**config.mk**
```make
export PLATFORM = sky130hd
export DESIGN_NAME = sigmoid_pwl_pipe
export DESIGN_NICKNAME = d
export VERILOG_FILES = /design/src/rtl/sigmoid_pkg.sv /design/src/rtl/sigmoid_pwl_stage_ctl.sv /design/src/rtl/sigmoid_pwl_pipe.sv
export SDC_FILE = /design/constraint.sdc
export NUM_CORES = 1
export LEC_CHECK = 0
export ABC_AREA = 1
export ABC_CLOCK_PERIOD_IN_PS = 16800
export CAP_MARGIN = 15
export CORE_AREA = 5 5 154 156
export DETAILED_ROUTE_END_ITERATION = 7
export DIE_AREA = 0 0 159 161
export PLACE_DENSITY = 0.61
export SKIP_LAST_GASP = 1
export SYNTH_ARGS = -nofsm -noshare
export SYNTH_HDL_FRONTEND = slang
export SYNTH_SLANG_ARGS = --single-unit
```
**constraint.sdc**
```tcl
create_clock -name clk -period 16.8 [get_ports clk]
set_input_delay 1.68 -clock clk [delete_from_list [all_inputs] [get_ports clk]]
set_output_delay 1.68 -clock clk [all_outputs]
set_load 0.03 [all_outputs]
```
**src/rtl/sigmoid_pkg.sv**
```systemverilog
// Shared constants, chord table and helpers for the piecewise-linear sigmoid/tanh unit.
// Latency: n/a (declarations only).
// Backpressure: n/a.
package sigmoid_pkg;

   // Internal fixed-point precision: Q.12, 1.0 == 4096.
   localparam int IF_W     = 12;
   localparam int SEG_BITS = 3;
   localparam int NSEG     = 1 << SEG_BITS;

   // Chord end-points round(sigmoid(k) * 4096) for k = 0..8.
   localparam logic [IF_W:0] PWL_T [0:NSEG] = '{
      13'd2048, 13'd2994, 13'd3608, 13'd3902, 13'd4022,
      13'd4069, 13'd4086, 13'd4092, 13'd4095
   };

   typedef enum logic {
      ACT_SIGMOID = 1'b0,
      ACT_TANH    = 1'b1
   } act_mode_e;

   // Magnitude of a w-bit two's complement value (already sign-extended to
   // 32 bits). The most negative value has no positive twin, so it clamps to
   // the largest positive w-bit value instead of wrapping.
   function automatic logic [31:0] sat_abs(input logic signed [31:0] v, input int w);
      logic signed [31:0] vmin;
      vmin = -(32'sd1 <<< (w - 1));
      if (v == vmin)
         sat_abs = 32'h7FFF_FFFF >> (32 - w);
      else if (v < 0)
         sat_abs = 32'(-v);
      else
         sat_abs = 32'(v);
   endfunction

endpackage

```
**src/rtl/sigmoid_pwl_stage_ctl.sv**
```systemverilog
// One-entry valid/ready register slice control; the owner holds the data regs and loads them on 'load'.
// Latency: 1 clock from up transfer to dn_valid.
// Backpressure: up_ready = empty or draining this cycle, so bubbles collapse and full rate is sustained.
//
// Ports: clk, rst_n (async active-low); up_valid/up_ready upstream handshake;
//        dn_valid/dn_ready downstream handshake; load = enable for this stage's data registers.
module sigmoid_pwl_stage_ctl (
   input  logic clk,
   input  logic rst_n,
   input  logic up_valid,
   output logic up_ready,
   output logic dn_valid,
   input  logic dn_ready,
   output logic load
);

   logic valid_q;

   assign up_ready = !valid_q || dn_ready;
   assign load     = up_valid && up_ready;
   assign dn_valid = valid_q;

   always_ff @(posedge clk or negedge rst_n) begin
      if (!rst_n)
         valid_q <= 1'b0;
      else if (load)
         valid_q <= 1'b1;
      else if (dn_ready)
         valid_q <= 1'b0;
   end

endmodule

```
**src/rtl/sigmoid_pwl_pipe.sv**
```systemverilog
// Pipelined sigmoid / tanh (tanh(x) = 2*sigmoid(2x)-1) via an 8-segment chord table on |x| in [0,8).
// Latency: 3 clocks (S1 fold/scale, S2 chord interpolate, S3 unfold/round), one sample per clock.
// Backpressure: ready ripples back combinationally; with out_ready low exactly 3 samples are held.
//
// Ports: clk, rst_n (async active-low); in_valid/in_ready/in_x/in_mode input stream
//        (in_mode 0 = sigmoid, 1 = tanh); out_valid/out_ready/out_y output stream;
//        busy = any stage holds a sample.
module sigmoid_pwl_pipe
   import sigmoid_pkg::*;
#(
   parameter int DATA_W = 16,
   parameter int FRAC_W = 8
) (
   input  logic              clk,
   input  logic              rst_n,
   input  logic              in_valid,
   output logic              in_ready,
   input  logic [DATA_W-1:0] in_x,
   input  logic              in_mode,
   output logic              out_valid,
   input  logic              out_ready,
   output logic [DATA_W-1:0] out_y,
   output logic              busy
);

   localparam int SH = IF_W - FRAC_W;       // input up-shift / output down-shift
   localparam int AW = DATA_W + SH + 2;     // room for scaling, tanh doubling and the 8.0 limit

   localparam logic [AW-1:0] SAT_LIM = AW'(NSEG) << IF_W;

   if (FRAC_W < 4 || FRAC_W > IF_W) begin : g_bad_frac
      $error("sigmoid_pwl_pipe: FRAC_W must be in 4..12");
   end
   if (DATA_W < FRAC_W + 2 || DATA_W > 32) begin : g_bad_data
      $error("sigmoid_pwl_pipe: DATA_W must be in FRAC_W+2..32");
   end

   // ---------------- stage control ----------------
   logic s1_valid, s1_load, s2_rdy;
   logic s2_valid, s2_load, s3_rdy;
   logic s3_load;

   sigmoid_pwl_stage_ctl u_ctl1 (
      .clk(clk), .rst_n(rst_n),
      .up_valid(in_valid), .up_ready(in_ready),
      .dn_valid(s1_valid), .dn_ready(s2_rdy), .load(s1_load)
   );
   sigmoid_pwl_stage_ctl u_ctl2 (
      .clk(clk), .rst_n(rst_n),
      .up_valid(s1_valid), .up_ready(s2_rdy),
      .dn_valid(s2_valid), .dn_ready(s3_rdy), .load(s2_load)
   );
   sigmoid_pwl_stage_ctl u_ctl3 (
      .clk(clk), .rst_n(rst_n),
      .up_valid(s2_valid), .up_ready(s3_rdy),
      .dn_valid(out_valid), .dn_ready(out_ready), .load(s3_load)
   );

   assign busy = s1_valid || s2_valid || out_valid;

   // ---------------- S1: fold to |x|, scale to Q.12, segment select ----------------
   logic [31:0]         mag32;
   logic [AW-1:0]       a_mag, a_act;
   logic                sat_c;

   always_comb begin
      mag32 = sat_abs(32'(signed'(in_x)), DATA_W);
      a_mag = AW'(mag32) << SH;
      // AW leaves headroom, so doubling cannot wrap; anything past 8.0 saturates anyway.
      a_act = (act_mode_e'(in_mode) == ACT_TANH) ? (a_mag << 1) : a_mag;
      sat_c = (a_act >= SAT_LIM);
   end

   logic                s1_sign, s1_mode, s1_sat;
   logic [SEG_BITS-1:0] s1_idx;
   logic [IF_W-1:0]     s1_frac;

   always_ff @(posedge clk or negedge rst_n) begin
      if (!rst_n) begin
         s1_sign <= 1'b0;
         s1_mode <= 1'b0;
         s1_sat  <= 1'b0;
         s1_idx  <= '0;
         s1_frac <= '0;
      end else if (s1_load) begin
         s1_sign <= in_x[DATA_W-1];
         s1_mode <= in_mode;
         s1_sat  <= sat_c;
         s1_idx  <= a_act[IF_W+SEG_BITS-1:IF_W];
         s1_frac <= a_act[IF_W-1:0];
      end
   end

   // ---------------- S2: chord interpolation on the positive half ----------------
   logic [SEG_BITS:0] idx_lo, idx_hi;
   logic [IF_W:0]     t_lo, t_hi, slope, ypos_c;
   logic [2*IF_W:0]   prod;

   always_comb begin
      idx_lo = {1'b0, s1_idx};
      idx_hi = idx_lo + (SEG_BITS+1)'(1);
      t_lo   = PWL_T[idx_lo];
      t_hi   = PWL_T[idx_hi];
      slope  = t_hi - t_lo;                  // table is monotonic, never negative
      prod   = (2*IF_W+1)'(slope) * (2*IF_W+1)'(s1_frac);
      ypos_c = s1_sat ? PWL_T[NSEG] : (t_lo + (IF_W+1)'(prod >> IF_W));
   end

   logic          s2_sign, s2_mode;
   logic [IF_W:0] s2_ypos;

   always_ff @(posedge clk or negedge rst_n) begin
      if (!rst_n) begin
         s2_sign <= 1'b0;
         s2_mode <= 1'b0;
         s2_ypos <= '0;
      end else if (s2_load) begin
         s2_sign <= s1_sign;
         s2_mode <= s1_mode;
         s2_ypos <= ypos_c;
      end
   end

   // ---------------- S3: unfold sign, tanh remap, round to output format ----------------
   localparam logic signed [IF_W+2:0] ONE_Q = 15'sd1 <<< IF_W;

   logic signed [IF_W+2:0] ypos_s, y_full;
   logic [DATA_W-1:0]      y_out_c;

   always_comb begin
      ypos_s = signed'({2'b00, s2_ypos});
      if (act_mode_e'(s2_mode) == ACT_TANH)
         y_full = s2_sign ? (ONE_Q - (ypos_s <<< 1)) : ((ypos_s <<< 1) - ONE_Q);
      else
         y_full = s2_sign ? (ONE_Q - ypos_s) : ypos_s;
   end

   if (SH == 0) begin : g_no_round
      assign y_out_c = DATA_W'(y_full);
   end else begin : g_round
      localparam logic signed [IF_W+3:0] RND = 16'sd1 <<< (SH - 1);
      logic signed [IF_W+3:0] y_sum, y_sh;
      always_comb begin
         y_sum   = (IF_W+4)'(y_full) + RND;
         y_sh    = y_sum >>> SH;             // floor after +half: round half up
         y_out_c = DATA_W'(y_sh);
      end
   end

   always_ff @(posedge clk or negedge rst_n) begin
      if (!rst_n)
         out_y <= '0;
      else if (s3_load)
         out_y <= y_out_c;
   end

endmodule
```
==> impl_summary.log <==
INFO  metric timing.rr.end = s2_ypos[9]$_DFFE_PN0P_
INFO  metric floorplan.initialDensity = around a third
INFO  metric path_clk_slew = 0.07 ns
INFO  metric tritoncts_clock_tree = yes
INFO  metric clock-sinks = 44
INFO  metric post_drt_via_cell_ratio = ~4.8
INFO  metric antenna_cell_count = 0
INFO  metric finalCritPeriodShare = 49.5%
INFO  metric average_wire_per_cell_in_the_routed_design = 13.4 um
INFO  metric critPathMostFrequentCell = ha_1
INFO  metric fin_nets = about 1.3k
INFO  metric synthesis.nets = between 1k and 1.5k
INFO  metric postSynthRegisterBits = 44
INFO  metric cts.hold.buffers_added = 0
INFO  metric yosysSeqAreaShare = roughly 14%
INFO  metric timing.critical_path.to_type = flop
INFO  metric hp_class = flop to flop
INFO  metric worst_ep_arrival_time = about 8.5 ns
INFO  metric cts.root.buffer_cell = clkbuf_16
INFO  metric grt_pass1_wl = about 32,000 um
INFO  metric clock_tree.htree_level_count = 2
INFO  metric synth_cells = roughly 1.1k
INFO  metric final.setup_skew = a little over 0.009 ns
INFO  metric crit_slowest_cell = dfrtp_1
INFO  metric clock_insertion_delay_worst_skew = 0.29 ns
INFO  metric avgSynthCellArea = between 7 and 8 um^2
INFO  metric finalWorstPathRequiredPeriod = 8.31 ns
INFO  metric grt_most_used_layer = met2
INFO  metric dp.final_hpwl = around 16,000 um
INFO  metric largest_net_degree_at_the_start_of_global_routing = between 40 and 50
INFO  metric met1_usage = about 20%
INFO  metric first_global_vias = between 6k and 7k
INFO  metric report.final.slew_viol_count = 0
INFO  metric design.core.area = ~22,000 um^2
INFO  metric grt_usage = 14.5%
INFO  metric number_of_buffers_created_by_cts = 5
INFO  metric drt_pre_antenna_iters = 4
INFO  metric global_route.overflow_total = 0
INFO  metric floorplan.die_area = 25,600 um^2
INFO  metric drc = 0
INFO  metric asyncSetResetFlopFracSynth = 100%
INFO  metric number_of_flops_mapped_to_enable_cells_by_yosys = 0
INFO  metric place_congestion = ~0.9
INFO  metric grt.met3_usage = 1.71%
INFO  metric timing.fmax = around 120 MHz
INFO  metric post_cts.repair.setup_buffers = 0
INFO  metric critical_path.reg2reg.startpoint = s1_idx[0]$_DFFE_PN0P_
INFO  metric number_of_maximum_capacitance_violations = 0
INFO  metric cp_max_fo = 11
INFO  metric antenna_violations_before_repair = 0
INFO  metric ys_types = 43
INFO  metric worst_setup_path_type = flop to flop
INFO  metric critical-path-max-stage-delay = around 0.56 ns
INFO  metric slew_headroom = 33.9%
INFO  metric hold_startpoint = out_y[1]$_DFFE_PN0P_
INFO  metric final-hold-violation-count = 0
INFO  metric io_pins = 40
INFO  metric die_x = about 160 um
INFO  metric initialDrtViolationCount = between 400 and 500
INFO  metric r2r_slack = about 8.5 ns
INFO  metric synth_top_flop_cell = dfrtp_1
INFO  metric worst_slew_pin_tran = approximately 0.99 ns
INFO  metric via_count = roughly 6.5k
INFO  metric setup_viol_count_final = 0
INFO  metric port_buffers = 39
INFO  metric post_synth_instance_area = 7650 um^2
INFO  metric yosysWarnings = 0
INFO  metric total_of_cells_resized_after_clock_tree_synthesis = 0
INFO  metric reg2regPathDepth = 37
INFO  metric detail_route.wirelength = 18,400 um
INFO  metric tns = 0 ns
INFO  metric critPathRequiredTime = roughly 17 ns
INFO  metric post_route_cells_drive_above_1_share = a little over 5%
INFO  metric clock_path_buffers = 2
INFO  metric placement_rows = 55
INFO  metric drt.antenna.violating_nets = 0
INFO  metric grt_setup_unrepaired = false
INFO  metric terminating_pin_of_the_worst_hold_path = out_y[1]$_DFFE_PN0P_
INFO  metric status = complete, no violations
INFO  metric gr-usage-met2 = about a quarter
INFO  metric die_height = ~160 um
INFO  metric cp-start-kind = flop
INFO  metric cell_count_of_the_worst_hold_path = 2
INFO  metric synthToLayoutAreaGrowth = 10.9%
sequential cells by signal, indices dropped and copies added, names as in the netlist:
| register | count |
|---|---|
| u_ctl2.dn_valid | 1 |
| s1_sat | 1 |
| s2_sign | 1 |
| s1_sign | 1 |
| s1_idx | 3 |
| u_ctl3.dn_valid | 1 |
| u_ctl1.dn_valid | 1 |
| s2_ypos | 13 |
| s2_mode | 1 |
| out_y | 12 |
| s1_mode | 1 |
| s1_frac | 8 |
worst max-delay path by stage:
stage	start	end	slack [ns]	depth (start not counted)
floorplan	s1_idx[0]$_DFFE_PN0P_	s2_ypos[12]$_DFFE_PN0P_	9.31	37
global placement	s1_idx[0]$_DFFE_PN0P_	s2_ypos[9]$_DFFE_PN0P_	8.56	37
detailed placement	s1_idx[0]$_DFFE_PN0P_	s2_ypos[12]$_DFFE_PN0P_	8.57	37
CTS	s1_idx[0]$_DFFE_PN0P_	s2_ypos[9]$_DFFE_PN0P_	8.51	37
global route	s1_idx[0]$_DFFE_PN0P_	s2_ypos[9]$_DFFE_PN0P_	7.87	38
finish	s1_idx[0]$_DFFE_PN0P_	s2_ypos[9]$_DFFE_PN0P_	8.49	37
stage by stage:
| step | hold WS [ns] | utilization [%] | cells | instance area [um^2] | setup slack, ns |
|---|---|---|---|---|---|
| floorplan | 0.453 | - | 1062 | 7650 | 9.31 |
| global placement | 0.465 | 37.3 | 1368 | 8300 | 8.56 |
| detailed placement | 0.469 | 37.3 | 1368 | 8300 | 8.57 |
| CTS | 0.492 | 38.1 | 1376 | 8480 | 8.51 |
| global route | 0.519 | 38.1 | 1376 | 8480 | 7.87 |
| finish | 0.484 | 38.1 | 1376 | 8480 | 8.49 |
synth_stat cells (3+ instances only):
master / instances / area [um^2]
nor3_1: 8 / 40.0
o21bai_1: 3 / 22.5
o21ai_1: 8 / 40.0
nand4_1: 7 / 43.8
a22oi_1: 5 / 37.5
nor2_1: 115 / 432
clkinv_1: 5 / 18.8
buf_4: 4 / 30.0
fa_1: 67 / 1340
clkbuf_1: 10 / 37.5
o22ai_1: 7 / 43.8
xor2_1: 28 / 245
or2_2: 7 / 43.8
nor2_4: 9 / 101
a31oi_1: 6 / 37.5
ha_1: 99 / 1240
a21oi_1: 33 / 165
nor4_1: 3 / 18.8
nand3b_1: 6 / 45.0
dfrtp_1: 44 / 1100
nand2_2: 9 / 56.3
o21a_1: 4 / 30.0
nand3_2: 4 / 40.0
buf_2: 4 / 20.0
xnor2_1: 6 / 52.6
inv_2: 8 / 30.0
nand2_1: 234 / 878
inv_1: 205 / 769
a211oi_1: 3 / 22.5
nand3_1: 55 / 275
o21ai_0: 30 / 150
nor2_2: 3 / 18.8
a21o_1: 3 / 22.5
o221ai_1: 7 / 61.3
kinds of logic after synthesis:
kind of cell / count (synthesis) / share of synthesized area, %
XOR/XNOR: 36 / 4.32
AND/OR/NAND/NOR: 463 / 26.6
buffers and inverters: 236 / 11.8
flip-flops: 44 / 14.4
AO/OA/AOI/OAI: 117 / 9.11
adder cells (fa/ha/maj): 166 / 33.7
layer usage:
| metal | vias up | share of wire (%) |
|---|---|---|
| li1 | 3377 | - |
| met2 | 107 | 47 |
| met5 | - | 0 |
| met3 | 19 | 3.4 |
| met4 | 0 | 1.5 |
| met1 | 3043 | 48 |
worst max-delay path: cells and delay by family, from the launching register on:
family          cells  cell delay (ns)
fa+ha+maj          11             4.11
xor+xnor            2             0.58
flops               1             0.56
buf+inv             5             0.33
compound gates     10             1.75
simple gates        9             0.85
placed cells by master, fill, tap and decap left out, drive strengths merged, types with 8 or more instances in the layout:
master	instances
clkdlybuf4s50	38
xor2	29
nand2	245
o21ai	40
nor2	127
a21oi	33
ha	99
dfrtp	44
inv	213
nor3	8
nand3	60
fa	67
cell type report:
class | count | area, um^2
fillers | 2355 | 13700
multi-input cells | 782 | 5640
flip-flops and latches | 44 | 1100
inverters | 218 | 818
repair buffers | 39 | 385
well taps | 285 | 357
clock buffers | 6 | 139
clock inverters | 2 | 38.8
Power is left out: the tool's default activity adds up to more than one toggle a clock period on the data nets, which glitch-free logic cannot reach.
